--- src/rtl/pipe_pkg.sv ---
// Shared widths and bundle types for the RV64 inter-stage pipeline registers.
// Stage wrappers size pipe_stage_reg from these constants.
package pipe_pkg;

   localparam int XLEN         = 64;
   localparam int REG_ADDR_W   = 5;
   localparam int EXMEM_DATA_W = 3 * XLEN + REG_ADDR_W;
   localparam int EXMEM_CTRL_W = 7;

   typedef struct packed {
      logic branch;
      logic memread;
      logic memtoreg;
      logic memwrite;
      logic regwrite;
      logic addermuxselect;
      logic zero;
   } ex_mem_ctrl_t;

   typedef enum logic [1:0] {
      OCC_EMPTY = 2'd0,
      OCC_ONE   = 2'd1,
      OCC_TWO   = 2'd2
   } occ_t;

endpackage

--- src/rtl/pipe_skid_slot.sv ---
// Single-entry holding register: clear beats load, load beats unload.
// The data payload is only zeroed on clear when CLEAR_DATA is set.
module pipe_skid_slot #(
   parameter int DATA_W     = 1,
   parameter int CTRL_W     = 1,
   parameter bit CLEAR_DATA = 1'b0
) (
   input  logic              clk,
   input  logic              clear,
   input  logic              load,
   input  logic              unload,
   input  logic [DATA_W-1:0] d_data,
   input  logic [CTRL_W-1:0] d_ctrl,
   output logic              valid,
   output logic [DATA_W-1:0] q_data,
   output logic [CTRL_W-1:0] q_ctrl
);

   always_ff @(posedge clk) begin
      if (clear) begin
         valid  <= 1'b0;
         q_ctrl <= '0;
      end else if (load) begin
         valid  <= 1'b1;
         q_ctrl <= d_ctrl;
      end else if (unload) begin
         valid  <= 1'b0;
         q_ctrl <= '0;
      end
   end

   always_ff @(posedge clk) begin
      if (clear) begin
         if (CLEAR_DATA)
            q_data <= '0;
      end else if (load) begin
         q_data <= d_data;
      end
   end

endmodule

--- src/rtl/pipe_stage_reg.sv ---
// Generic valid/ready pipeline register with flush and optional skid slot.
// SKID=1 registers in_ready so no combinational ready path crosses stages.
module pipe_stage_reg
   import pipe_pkg::*;
#(
   parameter int DATA_W     = EXMEM_DATA_W,
   parameter int CTRL_W     = EXMEM_CTRL_W,
   parameter bit SKID       = 1'b1,
   parameter bit CLEAR_DATA = 1'b0
) (
   input  logic              clk,
   input  logic              reset,
   input  logic              flush,
   input  logic              in_valid,
   output logic              in_ready,
   input  logic [DATA_W-1:0] in_data,
   input  logic [CTRL_W-1:0] in_ctrl,
   output logic              out_valid,
   input  logic              out_ready,
   output logic [DATA_W-1:0] out_data,
   output logic [CTRL_W-1:0] out_ctrl,
   output logic [1:0]        occupancy
);

   logic              clear;
   logic              acc;
   logic              cons;
   logic              m_valid;
   logic [DATA_W-1:0] m_data;
   logic [CTRL_W-1:0] m_ctrl;

   // A flush cycle neither accepts nor consumes.
   assign clear = reset || flush;
   assign acc   = in_valid && in_ready && !flush;
   assign cons  = out_valid && out_ready && !flush;

   assign out_valid = m_valid;
   assign out_data  = m_data;
   assign out_ctrl  = m_valid ? m_ctrl : '0;

   generate
      if (SKID) begin : g_skid
         occ_t              state;
         occ_t              state_nxt;
         logic              ld_main;
         logic              ul_main;
         logic              ld_skid;
         logic              ul_skid;
         logic              from_skid;
         logic              s_valid;
         logic [DATA_W-1:0] s_data;
         logic [CTRL_W-1:0] s_ctrl;

         always_ff @(posedge clk) begin
            if (clear)
               state <= OCC_EMPTY;
            else
               state <= state_nxt;
         end

         always_comb begin
            state_nxt = state;
            unique case (state)
               OCC_EMPTY: if (acc) state_nxt = OCC_ONE;
               OCC_ONE: begin
                  if (acc && !cons)
                     state_nxt = OCC_TWO;
                  else if (!acc && cons)
                     state_nxt = OCC_EMPTY;
               end
               OCC_TWO: if (cons) state_nxt = OCC_ONE;
               default: state_nxt = OCC_EMPTY;
            endcase
         end

         always_comb begin
            ld_main   = 1'b0;
            ul_main   = 1'b0;
            ld_skid   = 1'b0;
            ul_skid   = 1'b0;
            from_skid = 1'b0;
            unique case (state)
               OCC_EMPTY: ld_main = acc;
               OCC_ONE: begin
                  ld_main = acc && cons;
                  ul_main = cons && !acc;
                  ld_skid = acc && !cons;
               end
               OCC_TWO: begin
                  ld_main   = cons;
                  from_skid = cons;
                  ul_skid   = cons;
               end
               default: ;
            endcase
         end

         pipe_skid_slot #(
            .DATA_W     (DATA_W),
            .CTRL_W     (CTRL_W),
            .CLEAR_DATA (CLEAR_DATA)
         ) u_main (
            .clk    (clk),
            .clear  (clear),
            .load   (ld_main),
            .unload (ul_main),
            .d_data (from_skid ? s_data : in_data),
            .d_ctrl (from_skid ? s_ctrl : in_ctrl),
            .valid  (m_valid),
            .q_data (m_data),
            .q_ctrl (m_ctrl)
         );

         pipe_skid_slot #(
            .DATA_W     (DATA_W),
            .CTRL_W     (CTRL_W),
            .CLEAR_DATA (CLEAR_DATA)
         ) u_skid (
            .clk    (clk),
            .clear  (clear),
            .load   (ld_skid),
            .unload (ul_skid),
            .d_data (in_data),
            .d_ctrl (in_ctrl),
            .valid  (s_valid),
            .q_data (s_data),
            .q_ctrl (s_ctrl)
         );

         // The skid slot is full exactly in TWO, so this is a flop output.
         assign in_ready  = !s_valid;
         assign occupancy = state;
      end else begin : g_single
         pipe_skid_slot #(
            .DATA_W     (DATA_W),
            .CTRL_W     (CTRL_W),
            .CLEAR_DATA (CLEAR_DATA)
         ) u_main (
            .clk    (clk),
            .clear  (clear),
            .load   (acc),
            .unload (cons && !acc),
            .d_data (in_data),
            .d_ctrl (in_ctrl),
            .valid  (m_valid),
            .q_data (m_data),
            .q_ctrl (m_ctrl)
         );

         assign in_ready  = out_ready || !m_valid;
         assign occupancy = {1'b0, m_valid};
      end
   endgenerate

endmodule

--- config.mk ---
export PLATFORM = sky130hd
export DESIGN_NAME = pipe_stage_reg
export DESIGN_NICKNAME = d
export VERILOG_FILES = /design/src/rtl/pipe_pkg.sv /design/src/rtl/pipe_skid_slot.sv /design/src/rtl/pipe_stage_reg.sv
export SDC_FILE = /design/constraint.sdc
export NUM_CORES = 1
export LEC_CHECK = 0
export CAP_MARGIN = 20
export CORE_AREA = 2 2 228 140
export CTS_BUF_LIST = sky130_fd_sc_hd__clkbuf_4
export DETAILED_ROUTE_END_ITERATION = 6
export DIE_AREA = 0 0 230 142
export PLACE_DENSITY = 0.82
export SYNTH_ARGS = -nofsm -noshare
export SYNTH_HDL_FRONTEND = slang
export SYNTH_SLANG_ARGS = --single-unit
--- constraint.sdc ---
create_clock -name clk -period 22.5 [get_ports clk]
set_input_delay 5.625 -clock clk [delete_from_list [all_inputs] [get_ports clk]]
set_output_delay 5.625 -clock clk [all_outputs]
set_load 0.03 [all_outputs]
==> reports/results.ini <==
[status]
status=complete, no violations

[synth]
synth.distinct_cells=28
synth_top_cell_by_area=edfxtp_1
synth-edff-count=394
netlist_instances=698
synth-seq-area-share_pct=80.7
synth-main-ff-cell=edfxtp_1
async_flop_share_pct=0
ys_warn_count=0
synth_fp_nets=910
synthTopCellsByArea=edfxtp_1 (78%), mux2_2 (12%), mux2_1 (2.5%)
yosys_register_bits=412
syn_area_per_cell_um2=21.7
yosysTopAreaCellShare_pct=78.3
syn_area_mm2=0.0151

[route]
via_per_inst=5.00
first_pass_iters=4
num_vias=8400
drc=0
drt_wl_total_mm=34.5
drtIter0Drc=363
wire_per_inst_um=20.6
ant_nets=0

[finish]
fin_nets=1402
area_growth_pct=38.2
drive_gt1_share_pct=26.2
final_cell_mix=clkdlybuf4s50_1 (416), edfxtp_1 (394), mux2_2 (164), clkbuf_4 (144), mux2_1 (33)
layout_commonest_cell=clkdlybuf4s50_1

[clocking]
tritoncts=yes
clock-root-buffer=clkbuf_4
post_cts_buffers=0
htreeDepth=3
cts_buffer_depth=3
clk_latency_ns=0.76
cts-resized-gates=0
clkSinkCount=412
hold_buffers=0
clk_pin_slew_ns=0.07
cts_made_buffers=93

[timing]
fin_tns_setup_ns=0
hold_viol_final=0
finalCriticalPeriod_ns=8.86
final.hold.worst_slack_ns=0.466
worstMarginPinSlew_ns=1.15
rsz0062_at_grt=false
drv_slew=0
post-route-period-util_pct=39.4
setup_viol=0
fmax_ghz=0.113
finClkSkew_ns=0.0613
slew-limit-headroom_pct=23.5

[critical_path]
worstSetupStartpointType=input port
critPathMaxFanout=131
critPathKind=input port to register
crit-reg2reg-launch=occupancy[1]
cp_cell_sequence=clkdlybuf4s50_1 > nand3b_4 > nor2_8 > o21ai_2 > inv_8 > buf_4
crit_slowest_cell=buf_4
critPathRequiredTime_ns=22.85
max_stage_delay_ns=0.82
r2r-end=g_skid.u_main.q_data[15]
cp-end-kind=register
r2r_cells=5
r2r_slack_ns=18.68
crit_arrival_ns=9.21

[power_and_ir_drop]
power.leakage_nw=7.00
power_w=0.00153
irDropWorstVdd_mv=0.0497
power_density_mw_per_mm2=73.3

[grt]
grt_usage_pct=20.7
grt_overflow=0
grt_pass1_vias=8675
antenna_found_initial=5
grt_max_degree=168
grt_pass1_wl_mm=50.7

[floorplan]
ios=417
core_area_mm2=0.0307
die_area_mm2=0.0327
rows=50
die_x_um=230
die_height_um=142
start_util_pct=49.3

[min_path]
min_from=g_skid.u_main.q_ctrl[2]
hp-class=register to register
hold_depth=1
worstHoldEndpoint=g_skid.u_main.q_ctrl[2]

[placement]
hpwl_mm=23.1
io_buffers=416
place_congestion=0.788

[job]
maxCapViolations=0

-- cell usage after synthesis, types with 2 or more instances --
cell         n
o2bb2ai_1    7
buf_4        6
buf_6       10
a22o_1       7
and2_1       8
mux2i_1      7
nor4_2       3
inv_1        5
dfxtp_1     18
a21oi_1      4
mux2_1      33
mux2_2     164
nand2_1      5
o21ai_0      3
nor2_1       2
buf_2        9
ha_1         3
edfxtp_1   394
-- cell families after synthesis --
kind of cell | Yosys count | share of synthesized area (%)
DFF | 412 | 80.7
buffers and inverters | 30 | 1.47
AOI/OAI and AO/OA | 25 | 1.27
adders and majority gates | 3 | 0.248
and+or+nand+nor | 24 | 1.23
muxes | 204 | 15.1
-- registers in the layout, summed over array words and instances (netlist names) --
register / flops
g_skid.u_main.valid: 1
g_skid.u_skid.q_ctrl: 7
g_skid.u_skid.q_data: 197
occupancy: 2
g_skid.u_skid.valid: 1
g_skid.u_main.q_data: 197
g_skid.u_main.q_ctrl: 7
-- per-layer routing --
metal | routed length (µm) | part of all wire, % | track usage (%) | up-vias
met5 | 27 | 0.078 | 0 | -
met4 | 807 | 2.3 | 7.88 | 4
met3 | 3900 | 11 | 10.3 | 65
met2 | 16200 | 47 | 31.9 | 365
met1 | 13600 | 39 | 25.4 | 4123
li1 | - | - | - | 3843
-- worst max-delay path, delay by kind of cell --
kind / cells / cell delay [ns]
buffers and inverters: 3 / 2.11
AND/OR/NAND/NOR: 2 / 0.92
AO/OA/AOI/OAI: 1 / 0.31
-- through the flow --
step,area [µm²],util (%),setup WS [ns],cells
final,20900,68.1,13.64,1680
after global routing,20900,68.1,13.51,1680
after CTS,20900,68.1,13.77,1678
after detailed placement,19700,64.2,12.90,1511
after global placement,19700,64.2,12.97,1511
after floorplan,15100,-,4.32,698
-- report_power, final --
part / internal [W] / switching, W
clock: 0.000304 / 0.000285
combinational: 0.0000548 / 0.0000375
sequential: 0.000848 / 0.00000244
-- area by class of cell --
cell class              count  area (µm²)
diodes                      2        5.00
flip-flops and latches    412       12200
clock buffers             144        1080
multi-input cells         256        2710
fillers                  2013        9760
well taps                 416         520
clock inverters            23         133
inverters                   5        26.3
repair buffers            422        4220
-- worst max path at each step --
stage	start	to	slack [ns]	cells past startpoint
after CTS	flush	g_skid.u_main.q_data[80]	13.77	6
after global placement	flush	g_skid.u_main.q_data[164]	12.97	6
final	flush	g_skid.u_main.q_data[15]	13.64	6
after detailed placement	flush	g_skid.u_main.q_data[177]	12.90	6
after global routing	flush	g_skid.u_main.q_data[15]	13.51	6
after floorplan	flush	g_skid.u_skid.q_ctrl[0]	4.32	7
Note: power is estimated with default switching activity, not from simulation.
==> RTL edit 1, RTL diff (same settings) <==
`CLEAR_DATA` is set to 1'b0 in 2 places; all go to 1'b1.
--- a/src/rtl/pipe_skid_slot.sv
+++ b/src/rtl/pipe_skid_slot.sv
@@ -4,5 +4,5 @@
    parameter int DATA_W     = 1,
    parameter int CTRL_W     = 1,
-   parameter bit CLEAR_DATA = 1'b0
+   parameter bit CLEAR_DATA = 1'b1
 ) (
    input  logic              clk,
--- a/src/rtl/pipe_stage_reg.sv
+++ b/src/rtl/pipe_stage_reg.sv
@@ -7,5 +7,5 @@
    parameter int CTRL_W     = EXMEM_CTRL_W,
    parameter bit SKID       = 1'b1,
-   parameter bit CLEAR_DATA = 1'b0
+   parameter bit CLEAR_DATA = 1'b1
 ) (
    input  logic              clk,
Check against the original RTL: not equivalent (a bounded check fails within 4 cycles, from zero or initial values).
==> RTL edit 1 against the original RTL <==
Total power down 3.6%; final cell count up 60%; non-clock buffer count up 11; critical path depth up 5; area after synthesis up 3.1%; design area up 0.40%; wire length up 36%; worst setup slack worse by 1.0 ps; sequential cell count unchanged; register-to-register slack about the same.
==> RTL edit 1: results <==
outcome:
  status: "finished, final reports clean"
detailed_routing:
  post_drt_wl_per_cell_um: 17.48
  drt_iter0_drc: 1010
  num_vias: 14410
  wl_um: 47050
  dr.pass1.iters: 5
clock_tree:
  root_buffer: "clkbuf_4"
  clk_latency_ps: 800
  cts_setup_buffers: 0
  numCtsBuffers: 96
  cts_resized: 0
  path_clk_slew_ps: 70
  htree_levels: 3
cells_and_area:
  layout.nets: 2423
  drive_gt1_share_pct: 7.476
  reg_top3: "g_skid.u_main.q_data (197), g_skid.u_skid.q_data (197)"
placement:
  gp_congestion: 0.8195
  dp_cells: 2527
  hpwl_um: 29770
  port-buffer-count: 416
  place_area_um2: 19730
setup_path:
  critical_path.max_stage_delay_ps: 930
  r2r_slack_ps: 18680
  cpMaxStageDelayCell: "buf_4"
  cp-startpoint: "flush"
  worstPathArrival_ps: 9450
  crit_fanout: 60
  crit-reg2reg-launch: "g_skid.u_main.valid$_SDFFE_PP0P_"
  worst_path_dominant_cell_family: "buffers and inverters"
  r2r_cells: 9
  timing.rr.end: "g_skid.u_main.q_data[6]$_SDFFE_PP0P_"
power_and_ir_drop:
  leakage_nw: 7.829
  irDropWorstVdd_mv: 0.04345
  switching_power_w: 0.0003714
sta:
  maxSlewViolCount: 0
  finClkSkew_ps: 62.83
  slew_headroom_pct: 28.41
logic_synthesis:
  ys_types: 29
  yosys-top-cells-count: "nand2_1 (602), dfxtp_1 (412), a21oi_1 (201), mux2i_1 (197), o21ai_1 (173)"
  ys.flop_type: "dfxtp_1"
  synth_seq_area_share_pct: 52.90
  syn-num-nets: 2027
  async_reset_ff_share_pct: 0
  ys_top_cells_by_area: "dfxtp_1 (53%), nand2_1 (14%), mux2i_1 (13%), a21oi_1 (6.5%), o21ai_1 (5.6%)"
  syn_inst: 1815
  yosysWarnings: 0
grt:
  grt_pass1_wl_um: 73130
  grt_usage_pct: 27.73
  grt_max_degree: 100
  antenna_found_initial: 3
  grt_pass1_vias: 13980
run:
  maxCapViolCount: 0
hold_path:
  hp-class: "register to register"
[RTL edit 1: layout make-up]
cell class | count | area (um^2)
clock buffers | 136 | 1021
well taps | 416 | 520.5
flip-flops and latches | 412 | 8248
fillers | 2365 | 9682
diodes | 1 | 2.502
multi-input cells | 1264 | 6666
clock inverters | 25 | 167.7
inverters | 4 | 15.01
repair buffers | 433 | 4332
[RTL edit 1: power by group through the flow]
stage,clock network (W),registers (W),logic (W)
global placement,0,0.000760,0.000133
global route,0.000647,0.000745,0.000143
floorplan,0,0.000776,0.0000507
finish,0.000597,0.000744,0.000136
detailed placement,0,0.000761,0.000135
CTS,0.000608,0.000744,0.000135
[RTL edit 1: worst min-delay path, stage by stage, from the launching register on]
cell and delay [ps]:
dfxtp_1 310, nand2_1 50, o21ai_1 50
[RTL edit 1: worst min-delay path by stage]
| stage | from | endpoint | slack (ps) | cells past startpoint |
|---|---|---|---|---|
| global route | g_skid.u_skid.q_data[99]$_SDFFE_PP0P_ | g_skid.u_main.q_data[99]$_SDFFE_PP0P_ | 450 | 2 |
| finish | g_skid.u_skid.q_data[61]$_SDFFE_PP0P_ | g_skid.u_main.q_data[61]$_SDFFE_PP0P_ | 440 | 2 |
| CTS | g_skid.u_skid.q_data[61]$_SDFFE_PP0P_ | g_skid.u_main.q_data[61]$_SDFFE_PP0P_ | 420 | 2 |
| global placement | g_skid.u_skid.q_data[175]$_SDFFE_PP0P_ | g_skid.u_main.q_data[175]$_SDFFE_PP0P_ | 430 | 2 |
| detailed placement | g_skid.u_skid.q_data[82]$_SDFFE_PP0P_ | g_skid.u_main.q_data[82]$_SDFFE_PP0P_ | 440 | 2 |
| floorplan | g_skid.u_skid.q_data[0]$_SDFFE_PP0P_ | g_skid.u_main.q_data[0]$_SDFFE_PP0P_ | 420 | 2 |
[RTL edit 1: kinds of logic after synthesis]
kind of cell,synth area share (%)
simple gates,16.37
mux,12.65
flops,52.90
compound gates,13.27
buf+inv,4.574
fa+ha+maj,0.2408
[RTL edit 1: metrics by stage]
| step | utilization (%) | worst slack [ps] |
|---|---|---|
| 5_1_grt | 68.42 | 13500 |
| 6_report | 68.42 | 13640 |
| 2_1_floorplan | - | 15340 |
| 4_1_cts | 68.23 | 13790 |
| 3_3_place_gp | 64.35 | 13050 |
| 3_5_place_dp | 64.35 | 12930 |
[RTL edit 1: per-layer routing]
layer / vias to the layer above / wire length (um) / global-route usage [%]
li1: 6864 / - / -
met1: 6915 / 19840 / 35.81
met2: 535 / 21980 / 44.55
met3: 93 / 4000 / 8.133
met4: 4 / 1196 / 9.677
met5: - / 27 / 0
==> RTL edit 2, RTL diff (same flow settings) <==
Without the edit above. Set the package constant `REG_ADDR_W` to 3 (it was 5).
--- a/src/rtl/pipe_pkg.sv
+++ b/src/rtl/pipe_pkg.sv
@@ -4,5 +4,5 @@
 
    localparam int XLEN         = 64;
-   localparam int REG_ADDR_W   = 5;
+   localparam int REG_ADDR_W   = 3;
    localparam int EXMEM_DATA_W = 3 * XLEN + REG_ADDR_W;
    localparam int EXMEM_CTRL_W = 7;
Ports: changed (resized in_data and out_data); port bits go from 417 to 413. No check against the original RTL was run, so the function may have changed too.
==> RTL edit 2 against the original RTL <==
Global-route usage grew 0.12 points; register-to-register slack improved by 220 ps; utilization is 0.83 points lower; sequential share of layout area up 0.14 points; worst setup slack improved by 220 ps; count of clock-buffer cells in the layout fell by 10; non-clock buffer count is 2 lower; die area stayed put; area after synthesis decreased by 0.88%; wire length hardly changed; combinational power shrank 0.7%; total power fell by 2.8%; sequential cell count down 4; design area decreased by 1.2%; critical path type unchanged; highest routed layer unchanged.
==> RTL edit 2: results <==
logic_synthesis:
  yosysWarnings: 0
  yosys-top-cells-count: "edfxtp_1 (390), mux2_2 (130), mux2_1 (65), dfxtp_1 (18), buf_4 (12)"
  syn-num-nets: 902
  synth_seq_area_share_pct: 80.57
  async_reset_ff_share_pct: 0
  ys_top_cells_by_area: "edfxtp_1 (78%), mux2_2 (9.8%), mux2_1 (4.9%), dfxtp_1 (2.4%), a22o_1 (0.64%)"
  synth_edf_count: 390
  avgSynthCellArea_um2: 21.65
  ys_types: 29
placement:
  dp_cells: 1503
  gp_congestion: 0.7844
  post-place-ws_ps: 13150
  hpwl_um: 22960
  port-buffer-count: 412
clock_tree:
  path_clk_slew_ps: 80
  clk_latency_ps: 750
  cts_buffer_depth: 3
  root_buffer: "clkbuf_4"
  htree_levels: 3
  numCtsBuffers: 92
  cts_resized: 0
  cts_setup_buffers: 0
cells_and_area:
  reg_top3: "g_skid.u_main.q_data (195), g_skid.u_skid.q_data (195)"
  drive_gt1_share_pct: 23.24
  layout.nets: 1391
setup_path:
  timing.rr.end: "g_skid.u_main.q_data[95]$_DFFE_PP_"
  r2r_cells: 8
  crit-reg2reg-launch: "g_skid.u_main.valid$_SDFFE_PP0P_"
  r2r_slack_ps: 18900
  worstPathArrival_ps: 8970
  crit_fanout: 127
detailed_routing:
  dr.pass1.iters: 4
  wl_um: 34490
  num_vias: 8384
  drt_iter0_drc: 537
  ant_nets: 0
  post_drt_wl_per_cell_um: 20.68
power_and_ir_drop:
  irDropWorstVdd_mv: 0.05908
  leakage_nw: 6.918
grt:
  overflow: 0
  antenna_found_initial: 5
  grt_pass1_wl_um: 51180
  grt_usage_pct: 20.86
  grt_max_degree: 128
  grt_pass1_vias: 8805
hold_path:
  hold_depth: 1
  hp-start: "g_skid.u_main.q_ctrl[5]$_SDFFE_PP0P_"
  holdPathEnd: "g_skid.u_main.q_ctrl[5]$_SDFFE_PP0P_"
  hp-class: "register to register"
sta:
  finClkSkew_ps: 48.63
  timing.hold.ws_ps: 471.0
  slew_headroom_pct: 30.14
outcome:
  status: "finished, final reports clean"
==> RTL edit 2: changes by cell type after synthesis, moves of 4 or more <==
cell / before / now
mux2_2: 164 / 130
mux2_1: 33 / 65
buf_4: 6 / 12
a22o_1: 7 / 11
buf_2: 9 / 5
edfxtp_1: 394 / 390
==> RTL edit 2: layout make-up <==
type	instances	area [um^2]
diodes	4	10.01
fillers	2001	10020
well taps	416	520.5
clock inverters	27	120.1
repair buffers	420	4184
inverters	5	26.28
flip-flops and latches	408	12070
multi-input cells	254	2696
clock buffers	134	1006
==> RTL edit 2: how the worst max path moves through the flow <==
stage | start | end | slack [ps] | depth (start not counted)
3_5_place_dp | flush | g_skid.u_main.q_data[78]$_DFFE_PP_ | 13150 | 9
2_1_floorplan | flush | g_skid.u_skid.q_ctrl[0]$_SDFFE_PP0P_ | 4480 | 7
6_report | flush | g_skid.u_main.q_data[95]$_DFFE_PP_ | 13860 | 9
3_3_place_gp | flush | g_skid.u_main.q_data[131]$_DFFE_PP_ | 13240 | 9
5_1_grt | flush | g_skid.u_main.q_data[95]$_DFFE_PP_ | 13730 | 9
4_1_cts | flush | g_skid.u_main.q_data[95]$_DFFE_PP_ | 13960 | 9
==> RTL edit 2: routing by layer <==
metal	track usage (%)	up-vias	routed length (um)
met5	0	-	13
li1	-	3822	-
met3	8.373	62	3195
met2	32.86	358	16450
met1	25.93	4140	13870
met4	8.591	2	968
==> RTL edit 2: power breakdown <==
group          leakage [nW]  switching [W]  total (W)  internal [W]
Sequential             3.67     0.00000273   0.000843      0.000840
Clock                 0.665       0.000281   0.000555      0.000274
Combinational          2.59      0.0000379  0.0000917     0.0000538
Total                  6.92       0.000322    0.00149       0.00117
==> RTL edit 2: cell families (layout without fill, tap and decap cells) <==
kind of cell / after synthesis / count (layout) / share of synthesized area, %
AOI/OAI and AO/OA: 27 / 27 / 1.445
adders and majority gates: 3 / 3 / 0.2505
buffers and inverters: 30 / 586 / 1.495
DFF: 408 / 408 / 80.57
muxes: 200 / 200 / 14.99
other: 0 / 4 / 0
and+or+nand+nor: 24 / 24 / 1.253
==> RTL edit 2: stage by stage <==
step           utilization (%)  cell area (um^2)
2_1_floorplan                -             14980
6_report                 67.31             20630
3_5_place_dp             63.61             19500
5_1_grt                  67.30             20630
4_1_cts                  67.28             20620
3_3_place_gp             63.61             19500
==> RTL edit 2: critical path, cell delays in order <==
cell             delay [ps]
clkdlybuf4s50_1         600
nand3b_4                300
inv_1                   140
ha_1                    170
nand2_1                  70
a21oi_2                 210
o21ai_2                 180
inv_8                   570
buf_4                   850
